File: config.mk
export PLATFORM = sky130hd
export DESIGN_NAME = control_unit_mc
export DESIGN_NICKNAME = d
export VERILOG_FILES = /design/src/rtl/cu_pkg.sv /design/src/rtl/cu_timeout_ctr.sv /design/src/rtl/control_unit_mc.sv
export SDC_FILE = /design/constraint.sdc
export NUM_CORES = 1
export LEC_CHECK = 0
export ABC_AREA = 1
export BUFFER_PORTS_ARGS = -buffer_cell sky130_fd_sc_hd__buf_2
export CAP_MARGIN = 20
export CORE_ASPECT_RATIO = 1.2
export CORE_UTILIZATION = 45
export DETAILED_ROUTE_END_ITERATION = 12
export PLACE_DENSITY = 0.76
export SLEW_MARGIN = 20
export SYNTH_ARGS = -nofsm -noshare
export SYNTH_HDL_FRONTEND = slang
export SYNTH_HIERARCHICAL = 1
export SYNTH_SLANG_ARGS = --single-unit
File: constraint.sdc
create_clock -name clk -period 2.6 [get_ports clk]
set_clock_uncertainty 0.15 [all_clocks]
set_input_delay 0.13 -clock clk [delete_from_list [all_inputs] [get_ports clk]]
set_output_delay 0.13 -clock clk [all_outputs]
set_load 0.005 [all_outputs]
File: src/rtl/cu_pkg.sv
// rtl/cu_pkg.sv - shared encodings for the multi-cycle control unit
package cu_pkg;

    localparam int STATE_W = 5;

    localparam logic [4:0] S_IDLE    = 5'd0;
    localparam logic [4:0] S_F1      = 5'd1;
    localparam logic [4:0] S_F2      = 5'd2;
    localparam logic [4:0] S_F3      = 5'd3;
    localparam logic [4:0] S_E0_1    = 5'd4;
    localparam logic [4:0] S_E0_2    = 5'd5;   // add
    localparam logic [4:0] S_E1_2    = 5'd6;   // sub
    localparam logic [4:0] S_E2_2    = 5'd7;   // and
    localparam logic [4:0] S_E3_2    = 5'd8;   // or
    localparam logic [4:0] S_E0_3    = 5'd9;
    localparam logic [4:0] S_E4_1    = 5'd10;  // not
    localparam logic [4:0] S_E5_L    = 5'd11;  // shift left
    localparam logic [4:0] S_E5_R    = 5'd12;  // shift right
    localparam logic [4:0] S_E6_1    = 5'd13;
    localparam logic [4:0] S_E7_1    = 5'd14;
    localparam logic [4:0] S_E7_2    = 5'd15;
    localparam logic [4:0] S_E8_2    = 5'd16;
    localparam logic [4:0] S_E11_1   = 5'd17;
    localparam logic [4:0] S_E12_1   = 5'd18;
    localparam logic [4:0] S_E12_2   = 5'd19;
    localparam logic [4:0] S_E13_1   = 5'd20;
    localparam logic [4:0] S_E14_1   = 5'd21;
    localparam logic [4:0] S_WAIT    = 5'd22;
    localparam logic [4:0] S_E14_3   = 5'd23;
    localparam logic [4:0] S_E15_1   = 5'd24;
    localparam logic [4:0] S_E15_2   = 5'd25;
    localparam logic [4:0] S_HALT    = 5'd26;

    localparam logic [2:0] ALU_ADD    = 3'd0;
    localparam logic [2:0] ALU_AND    = 3'd1;
    localparam logic [2:0] ALU_INCY1  = 3'd2;
    localparam logic [2:0] ALU_NOT    = 3'd3;
    localparam logic [2:0] ALU_OR     = 3'd4;
    localparam logic [2:0] ALU_PASSY  = 3'd5;
    localparam logic [2:0] ALU_SUB    = 3'd6;
    localparam logic [2:0] ALU_ADDDEC = 3'd7;

    localparam int SEL_NONE = 0;
    localparam int SEL_PC   = 1;
    localparam int SEL_RD1  = 2;
    localparam int SEL_RD2  = 3;
    localparam int SEL_RS1  = 4;
    localparam int SEL_RS2  = 5;

    localparam int CTRL_W    = 20;
    localparam int C_GPR_IN  = 0;
    localparam int C_GPR_OUT = 1;
    localparam int C_IR_IN   = 2;
    localparam int C_IR_OUT  = 3;
    localparam int C_MAR_IN  = 4;
    localparam int C_MDR_IN  = 5;
    localparam int C_MDR_OUT = 6;
    localparam int C_RAM_RD  = 7;
    localparam int C_RAM_WR  = 8;
    localparam int C_UART_TX = 9;
    localparam int C_UART_OUT = 10;
    localparam int C_UART_RX = 11;
    localparam int C_Y_IN    = 12;
    localparam int C_Y_OUT   = 13;
    localparam int C_Y_OFF   = 14;
    localparam int C_Y_SHL   = 15;
    localparam int C_Y_SHR   = 16;
    localparam int C_Z_IN    = 17;
    localparam int C_Z_OUT   = 18;
    localparam int C_SPARE   = 19;

endpackage

File: src/rtl/cu_timeout_ctr.sv
// rtl/cu_timeout_ctr.sv - load/enable counter with terminal count for UART waits
module cu_timeout_ctr #(
    parameter int LIMIT = 4095,
    parameter int W     = 12
) (
    input  logic clk,
    input  logic reset,
    input  logic load,
    input  logic en,
    output logic tc
);

    logic [W-1:0] count;

    // Clear on load, otherwise count enabled cycles
    always_ff @(posedge clk) begin
        if (!reset) begin
            count <= '0;
        end else if (load) begin
            count <= '0;
        end else if (en) begin
            count <= count + 1'b1;
        end
    end

    // tc marks the enabled cycle that completes LIMIT cycles; LIMIT of 0 never fires
    always_comb begin
        tc = 1'b0;
        if (LIMIT != 0 && en) begin
            tc = (({1'b0, count} + 1'b1) == (W+1)'(LIMIT));
        end
    end

endmodule

File: src/rtl/control_unit_mc.sv
// rtl/control_unit_mc.sv - multi-cycle instruction sequencer with stalls, UART timeout and debug halt
module control_unit_mc
    import cu_pkg::*;
#(
    parameter int INSTR_W  = 16,
    parameter int RS2_LSB  = 0,
    parameter int SEL_W    = 3,
    parameter int UART_TMO = 4095,
    parameter int TMO_W    = 12
) (
    input  logic                clk,
    input  logic                reset,
    input  logic [1:0]          PSW_bits,
    input  logic [INSTR_W-1:0]  instruction,
    input  logic                mem_ready,
    input  logic                uart_done,
    input  logic                dbg_resume,
    input  logic                dbg_step,
    output logic [2:0]          ALU_control,
    output logic [SEL_W-1:0]    GPR_select,
    output logic [CTRL_W-1:0]   ctrl,
    output logic                halted,
    output logic                uart_timeout,
    output logic [STATE_W-1:0]  state_dbg
);

    logic [STATE_W-1:0] state, next_state, end_state;
    logic [3:0]         opcode;
    logic [SEL_W-1:0]   rs2;
    logic               halt_lock;
    logic               in_wait, tmo_hit;

    assign opcode    = instruction[INSTR_W-1 -: 4];
    assign rs2       = instruction[RS2_LSB +: SEL_W];
    assign end_state = dbg_step ? S_HALT : S_F1;
    assign in_wait   = (state == S_WAIT);
    assign halted    = (state == S_HALT);
    assign state_dbg = state;

    cu_timeout_ctr #(.LIMIT(UART_TMO), .W(TMO_W)) u_tmo (
        .clk   (clk),
        .reset (reset),
        .load  (!in_wait),
        .en    (in_wait),
        .tc    (tmo_hit)
    );

    // State register, halt-forever latch for instruction 0 and sticky UART abort flag
    always_ff @(posedge clk) begin
        if (!reset) begin
            state        <= S_IDLE;
            halt_lock    <= 1'b0;
            uart_timeout <= 1'b0;
        end else begin
            state <= next_state;
            if (state == S_F3 && instruction == '0) begin
                halt_lock <= 1'b1;
            end
            if (in_wait && !uart_done && tmo_hit) begin
                uart_timeout <= 1'b1;
            end else if (halted && dbg_resume && !halt_lock) begin
                uart_timeout <= 1'b0;
            end
        end
    end

    // Next-state: fetch, decode on opcode, memory stalls, UART wait and debug halt
    always_comb begin
        next_state = state;
        case (state)
            S_IDLE:  next_state = S_F1;
            S_F1:    if (mem_ready) next_state = S_F2;
            S_F2:    next_state = S_F3;
            S_F3: begin
                if (instruction == '0) begin
                    next_state = S_HALT;
                end else begin
                    case (opcode)
                        4'd0, 4'd1, 4'd2, 4'd3: next_state = S_E0_1;
                        4'd4:        next_state = S_E4_1;
                        4'd5:        next_state = (rs2 == '0) ? S_E5_L : S_E5_R;
                        4'd6:        next_state = S_E6_1;
                        4'd7, 4'd8:  next_state = S_E7_1;
                        4'd9:        next_state = PSW_bits[1] ? S_E11_1 : end_state;
                        4'd10:       next_state = PSW_bits[0] ? S_E11_1 : end_state;
                        4'd11:       next_state = S_E11_1;
                        4'd12:       next_state = S_E12_1;
                        4'd13:       next_state = S_E13_1;
                        4'd14:       next_state = S_E14_1;
                        default:     next_state = S_E15_1;
                    endcase
                end
            end
            S_E0_1: begin
                case (opcode)
                    4'd0:    next_state = S_E0_2;
                    4'd1:    next_state = S_E1_2;
                    4'd2:    next_state = S_E2_2;
                    default: next_state = S_E3_2;
                endcase
            end
            S_E0_2, S_E1_2, S_E2_2, S_E3_2, S_E4_1, S_E5_L, S_E5_R: next_state = S_E0_3;
            S_E0_3, S_E6_1, S_E7_2, S_E11_1: next_state = end_state;
            S_E7_1:  if (mem_ready) next_state = (opcode == 4'd7) ? S_E7_2 : S_E8_2;
            S_E8_2, S_E14_3: if (mem_ready) next_state = end_state;
            S_E12_1: next_state = S_E12_2;
            S_E12_2: next_state = S_E11_1;
            S_E13_1: next_state = S_E11_1;
            S_E14_1: next_state = S_WAIT;
            S_E15_1: if (mem_ready) next_state = S_E15_2;
            S_E15_2: next_state = S_WAIT;
            S_WAIT: begin
                if (uart_done) begin
                    next_state = (opcode == 4'd14) ? S_E14_3 : end_state;
                end else if (tmo_hit) begin
                    next_state = S_HALT;
                end
            end
            S_HALT:  if (dbg_resume && !halt_lock) next_state = S_F1;
            default: next_state = S_IDLE;
        endcase
    end

    // Moore output decode: strobes, ALU op and register select from state alone
    always_comb begin
        ctrl        = '0;
        ALU_control = ALU_ADD;
        GPR_select  = SEL_W'(SEL_NONE);
        case (state)
            S_F1: begin
                ctrl[C_GPR_OUT] = 1'b1; ctrl[C_Y_IN] = 1'b1; ctrl[C_Z_IN] = 1'b1;
                ctrl[C_MAR_IN]  = 1'b1; ctrl[C_RAM_RD] = 1'b1;
                ALU_control = ALU_INCY1;
                GPR_select  = SEL_W'(SEL_PC);
            end
            S_F2: begin
                ctrl[C_IR_IN] = 1'b1; ctrl[C_MDR_OUT] = 1'b1; ctrl[C_Y_OFF] = 1'b1;
            end
            S_F3, S_E11_1: begin
                ctrl[C_Z_OUT] = 1'b1; ctrl[C_GPR_IN] = 1'b1;
                ALU_control = ALU_ADDDEC;
                GPR_select  = SEL_W'(SEL_PC);
            end
            S_E0_1: begin
                ctrl[C_GPR_OUT] = 1'b1; ctrl[C_Y_IN] = 1'b1;
                GPR_select = SEL_W'(SEL_RS2);
            end
            S_E0_2, S_E1_2, S_E2_2, S_E3_2, S_E4_1, S_E5_L, S_E5_R: begin
                ctrl[C_GPR_OUT] = 1'b1; ctrl[C_Z_IN] = 1'b1;
                GPR_select = SEL_W'(SEL_RS1);
                case (state)
                    S_E1_2:  ALU_control = ALU_SUB;
                    S_E2_2:  ALU_control = ALU_AND;
                    S_E3_2:  ALU_control = ALU_OR;
                    S_E4_1:  ALU_control = ALU_NOT;
                    S_E5_L:  begin ALU_control = ALU_PASSY; ctrl[C_Y_SHL] = 1'b1; end
                    S_E5_R:  begin ALU_control = ALU_PASSY; ctrl[C_Y_SHR] = 1'b1; end
                    default: ALU_control = ALU_ADD;
                endcase
            end
            S_E0_3: begin
                ctrl[C_Z_OUT] = 1'b1; ctrl[C_GPR_IN] = 1'b1;
                GPR_select = SEL_W'(SEL_RD1);
            end
            S_E6_1: begin
                ctrl[C_IR_OUT] = 1'b1; ctrl[C_GPR_IN] = 1'b1;
                GPR_select = SEL_W'(SEL_RD1);
            end
            S_E7_1, S_E15_1: begin
                ctrl[C_GPR_OUT] = 1'b1; ctrl[C_MAR_IN] = 1'b1; ctrl[C_RAM_RD] = 1'b1;
                GPR_select = SEL_W'(SEL_RS1);
            end
            S_E7_2: begin
                ctrl[C_MDR_OUT] = 1'b1; ctrl[C_GPR_IN] = 1'b1;
                GPR_select = SEL_W'(SEL_RD1);
            end
            S_E8_2: begin
                ctrl[C_GPR_OUT] = 1'b1; ctrl[C_MDR_IN] = 1'b1; ctrl[C_RAM_WR] = 1'b1;
                GPR_select = SEL_W'(SEL_RD2);
            end
            S_E12_1: begin
                ctrl[C_GPR_OUT] = 1'b1; ctrl[C_Y_IN] = 1'b1;
                GPR_select = SEL_W'(SEL_PC);
            end
            S_E12_2: begin
                ctrl[C_Y_OUT] = 1'b1; ctrl[C_GPR_IN] = 1'b1;
                GPR_select = SEL_W'(SEL_RD1);
            end
            S_E13_1: begin
                ctrl[C_GPR_OUT] = 1'b1; ctrl[C_Y_IN] = 1'b1; ctrl[C_Z_IN] = 1'b1;
                ALU_control = ALU_PASSY;
                GPR_select  = SEL_W'(SEL_RS1);
            end
            S_E14_1: begin
                ctrl[C_UART_RX] = 1'b1; ctrl[C_GPR_OUT] = 1'b1; ctrl[C_MAR_IN] = 1'b1;
                GPR_select = SEL_W'(SEL_RS1);
            end
            S_E14_3: begin
                ctrl[C_UART_OUT] = 1'b1; ctrl[C_MDR_IN] = 1'b1; ctrl[C_RAM_WR] = 1'b1;
            end
            S_E15_2: begin
                ctrl[C_MDR_OUT] = 1'b1; ctrl[C_UART_TX] = 1'b1;
            end
            default: begin
                ctrl = '0;
            end
        endcase
    end

endmodule

==> results of run 1 <==
[layout make-up]
class,count,area (um2),area share (%)
Clock inverter,1,5.00,0.200
Multi-Input combinational cell,314,1490,59.4
Clock buffer,3,41.3,1.65
Inverter,54,203,8.10
Tap cell,58,72.6,2.90
Sequential cell,19,382,15.3
Timing Repair Buffer,60,313,12.5
[flip-flops by register name, summed over array words and instances (netlist names)]
signal	count
halt_lock	1
state_dbg	5
u_tmo/count	12
uart_timeout	1
[how the worst min path moves through the flow]
stage,end,cells after the start
global placement,halt_lock$_SDFFE_PN0P_,2
floorplan,uart_timeout$_SDFFE_PN0P_,3
finish,state_dbg[1]$_SDFFE_PN0P_,3
detailed placement,halt_lock$_SDFFE_PN0P_,2
CTS,state_dbg[0]$_SDFFE_PN0P_,3
global route,uart_timeout$_SDFFE_PN0P_,3
[stage by stage]
step / area [um2] / power (uW)
CTS: 2500 / 1260
finish: 2500 / 1270
global route: 2500 / 1370
floorplan: 2140 / 821
global placement: 2450 / 1060
detailed placement: 2450 / 1060
[layer usage]
metal,up-vias,global-route usage [%],share of wire [%]
li1,1369,-,-
met1,1156,30.3,44
met2,135,39.2,47
met3,9,3.09,7.7
met4,0,6.22,0.74
met5,-,0,0
[layout by cell type, fill, tap and decap left out, types with 2 or more instances in the layout]
cell	netlist	routed
nand2_1	130	130
nor2_1	69	69
buf_2	0	55
inv_1	47	47
nand3_1	37	37
a21oi_1	20	20
dfxtp_1	19	18
o21ai_0	12	12
nor2_2	6	6
inv_2	6	6
o211ai_1	6	6
buf_4	4	5
nand4_1	4	4
nor2_4	3	3
nand2_2	3	3
nor3_1	3	3
clkbuf_8	1	3
nand3_2	2	2
o21ai_1	2	2
ha_1	2	2
[repair_timing]
action,4_1_cts,5_1_grt
hold buffers,0,0
endpoints found under the setup margin,0,2
gates resized for setup,0,1
[logic make-up (layout without fill, tap and decap cells)]
family | Yosys count | after routing | share of synthesized area [%]
simple gates | 263 | 263 | 54.3
flops | 19 | 19 | 17.8
other cells | 1 | 1 | 0.175
xor+xnor | 1 | 1 | 0.409
compound gates | 47 | 47 | 13.5
buf+inv | 62 | 118 | 12.7
fa+ha+maj | 2 | 2 | 1.17
[report_power, final]
part	total (uW)	switching, uW	internal [uW]	leakage (uW)
Sequential	340	28.3	312	0.000154
Combinational	714	445	269	0.00119
Clock	212	105	107	0.0000255
[critical path: cells and delay by family, from the launching register on]
family	cells	cell delay (ns)
AO/OA/AOI/OAI	5	0.73
adder cells (fa/ha/maj)	1	0.24
flip-flops	1	0.41
AND/OR/NAND/NOR	5	0.76
==> metrics, run 1 <==
status complete, no violations; R2R cell count 11; first-pass GRT wire length 9.45 mm; clk sink count 19; synth top area cells nand2_1 (23%), dfxtp_1 (18%), nor2_1 (12%); commonest cells in the synthesized netlist nand2_1 (130), nor2_1 (69), inv_1 (47); RSZ-0062 raised after global routing false; Worst Path Class, Setup flop to flop; Finished Layout Cells 509; initial antenna violation count 0; Worst setup SP type flop; fin util 54.5%; DP HPWL 4.75 mm; Rows 27; CTS buffer count 3; Pwr Density 506 nW/um2; Place WS 0.355 ns; clk_lat worst skew 0.26 ns; top-area cell type share of the netlist area 22.8%; ys async rst share 0%; fin nets 478; placed insts 505; syn avg cell area 5.42 um2; initial DRC count 254; Peak VDD IR 225 uV; Crit-path slowest cell dfxtp_1; flop2flop setup slack 0.24 ns; Buffers on Ports 55; Mapped Nets 421; Die Y-Extent 77.5 um; fill cell count 505; Post-synth EDFFs 0; top-count cell post-synth nand2_1; vias in the first global route 2269; CP Max Fanout 5; Routed WL 5.82 mm; root buffer cell clkbuf_8; Netlist cell types 37; DRT Pass-1 Iters 7; Cell Chain, Critical Path ha_1 > nand2_1 > nor2_1 > nand3_1 > a21oi_1 > nand2_1 > nor2_1 > o31ai_4 > a21oi_2 > o21ai_1 > a21oi_1; Tightest Hold Check Type input pin to flop; crit path DAT 2.41 ns; Max Clk Rate 424 MHz; post-synth top area cell nand2_1; Initial Util 46.6%; number of nets still failing antenna checks after routing 0; Synth warnings 6; layout cells sized above 1 20.2%; CTS H-tree depth 1; CTS tree done; Seq cells post-synth 19; prevailing post-synth register cell dfxtp_1; area grow syn2layout 17.0%; gr usage total 23.2%; setup_tns 0 ns; FF-to-FF End state_dbg[0]$_SDFFE_PN0P_; largest net degree at the start of global routing 17; DRC Markers 0; worst setup path start u_tmo/count[1]$_SDFFE_PP0P_; Clock transition at path regs 0.08 ns; post-layout min period 2.36 ns; die width 64.9 um; crit path capture state_dbg[0]$_SDFFE_PN0P_; Worst Hold Launch reset; DIE AREA 5040 um2; Via density 5.24; endpoint class of the critical path flop; Setup Viol. Count Final 0; PnR worst setup slack 0.244 ns; cell area after synthesis 2140 um2; largest buffer count on any clock path 2; via count 2669; Seq/Total Area, Yosys 17.8%; maxcap violations 0; I/O pin cnt 57; Critical Path RT 2.65 ns; Ant. Diodes 0; Hold Fails Final Rpt 0; Pleak 0.00136 uW; routability cong. 0.946; peak per-stage delay on the critical path 0.41 ns; hold_ws 0.0670 ns; Wirelength per Cell 11.4 um; worst r2r src u_tmo/count[1]$_SDFFE_PP0P_; # Post-CTS Setup Buffers 0; Slew Viols, Final 0; total gr overflow 0; Tcrit/Tclk final 90.6%; cells after synthesis 395; core area 4590 um2
No activity file was read; power rests on OpenSTA's default activity.
==> run 2, diff against run 1 <==
- clock period: 2.6 -> 2.8 ns (I/O delays scaled with it)
==> run 2 against run 1 <==
  * Sequential cell count did not move
  * Sequential power is essentially flat
  * Total power is 8.2% lower
  * Largest cell class unchanged
  * Largest power group unchanged
==> metrics, run 2 (synthesized netlist as in run 1, its figures left out) <==
Tcrit/Tclk final 82.9%; most common cell after layout, fill and taps aside nand2_1; Clock transition at path regs 0.07 ns; Rows 27; status complete, no violations; R2R cell count 14; commonest non-fill, non-tap cells in the layout nand2_1 (130), nor2_1 (69), buf_2 (55), inv_1 (47), nand3_1 (37); M1 WL 2.63 mm; clk sink count 19; CTS H-tree depth 1; Wirelength per Cell 11.1 um; post-layout min period 2.32 ns; via count 2577; worst r2r src state_dbg[1]$_SDFFE_PN0P_; Ant. Diodes 0; highest metal used met4; Setup Viol. Count Final 0; fin nets 476; largest buffer count on any clock path 2; flop2flop setup slack 0.48 ns; area grow syn2layout 16.3%; hold_ws 0.0979 ns; initial antenna violation count 0; RSZ-0062 raised after global routing false; total gr overflow 0; DRC Markers 0; endpoint class of the critical path flop; Max Clk Rate 431 MHz; CTS tree done; met2 wire length 2.61 mm; crit path DAT 2.36 ns; layout cells sized above 1 19.8%; Pleak 0.00135 uW; Biggest register u_tmo/count; Place WS 0.375 ns; Die Y-Extent 77.5 um; Initial Util 46.6%; Hold Fails Final Rpt 0; Largest register FFs 12; core area 4590 um2; I/O pin cnt 57; gr usage total 24.0%; Peak VDD IR 166 uV; WL met3 369 um; PnR worst setup slack 0.479 ns; number of nets still failing antenna checks after routing 0; clk_lat worst skew 0.25 ns; Critical Path RT 2.84 ns; Worst setup SP type flop; setup_tns 0 ns; Worst Path Class, Setup flop to flop; die width 64.9 um; cts hold-fix bufs 0; DP HPWL 4.57 mm; initial DRC count 218; CTS buffer count 3; maxcap violations 0; routability cong. 0.947; FF-to-FF End state_dbg[0]$_SDFFE_PN0P_; Hold Path Stages 3; root buffer cell clkbuf_8; Pwr Density 467 nW/um2; DIE AREA 5040 um2; Via density 5.08; Buffers on Ports 55; Worst Hold Launch reset; Routed WL 5.65 mm; DRT Pass-1 Iters 6; Tightest Hold Check Type input pin to flop; Slew Viols, Final 0; hold worst-path end state_dbg[4]$_SDFFE_PN0P_; CP Max Fanout 9; vias in the first global route 2291; largest net degree at the start of global routing 17; first-pass GRT wire length 9.78 mm
-- run 2: cell count changes in the layout (fill, tap and decap cells not counted), sizes merged --
cell | previous run | this run
buf | 60 | 58
clkbuf | 3 | 4
clkinv | 2 | 1
-- run 2: layer usage --
layer	GRT usage, %	vias to the layer above
met3	3.09	6
met1	32.7	1114
met2	40.0	97
met4	4.67	0
li1	-	1360
met5	0	-
-- run 2: final cells by class --
| type | instances | area, um2 |
|---|---|---|
| Tap cell | 58 | 72.6 |
| Sequential cell | 19 | 383 |
| Timing Repair Buffer | 58 | 298 |
| Fill cell | 504 | 2110 |
| Multi-Input combinational cell | 314 | 1490 |
| Inverter | 54 | 203 |
| Clock buffer | 4 | 45.0 |
-- run 2: power breakdown --
group,internal (uW),leakage (uW),switching (uW),total [uW]
clock network,101,0.0000228,88.4,189
logic,240,0.00117,395,635
registers,291,0.000154,46.6,338
total,632,0.00135,530,1160
-- run 2: metrics by stage --
stage               cells  total power [uW]  util [%]  instance area, um2
CTS                   507              1160      54.1                2480
floorplan             395               763         -                2140
finish                507              1160      54.1                2490
global route          507              1260      54.1                2490
detailed placement    503               965      53.1                2440
global placement      503               964      53.1                2440
-- run 2: worst max-delay path by stage --
| stage | from | to | slack [ns] | depth (start not counted) |
|---|---|---|---|---|
| after floorplan | state_dbg[2]$_SDFFE_PN0P_ | state_dbg[0]$_SDFFE_PN0P_ | 0.58 | 14 |
| after CTS | state_dbg[1]$_SDFFE_PN0P_ | state_dbg[0]$_SDFFE_PN0P_ | 0.36 | 14 |
| final | state_dbg[1]$_SDFFE_PN0P_ | state_dbg[0]$_SDFFE_PN0P_ | 0.48 | 14 |
| after detailed placement | state_dbg[1]$_SDFFE_PN0P_ | state_dbg[0]$_SDFFE_PN0P_ | 0.38 | 14 |
| after global routing | state_dbg[1]$_SDFFE_PN0P_ | state_dbg[0]$_SDFFE_PN0P_ | 0.1 | 14 |
| after global placement | state_dbg[1]$_SDFFE_PN0P_ | state_dbg[0]$_SDFFE_PN0P_ | 0.51 | 14 |
-- run 2: what timing repair did --
action	CTS	global route
setup endpoints to repair	0	1
setup buffers	0	0
gates resized for setup	0	2
-- run 2: critical path, cell delays in order (launching register included) --
cell,delay [ns]
dfxtp_2,0.42
inv_1,0.09
nor2_2,0.19
nand3_4,0.15
inv_2,0.08
nand2_1,0.07
nor3_1,0.12
nand3_1,0.10
nor2_1,0.09
nand2_1,0.05
nor2_1,0.22
o31ai_4,0.11
a21oi_2,0.20
o21ai_1,0.10
a21oi_1,0.12
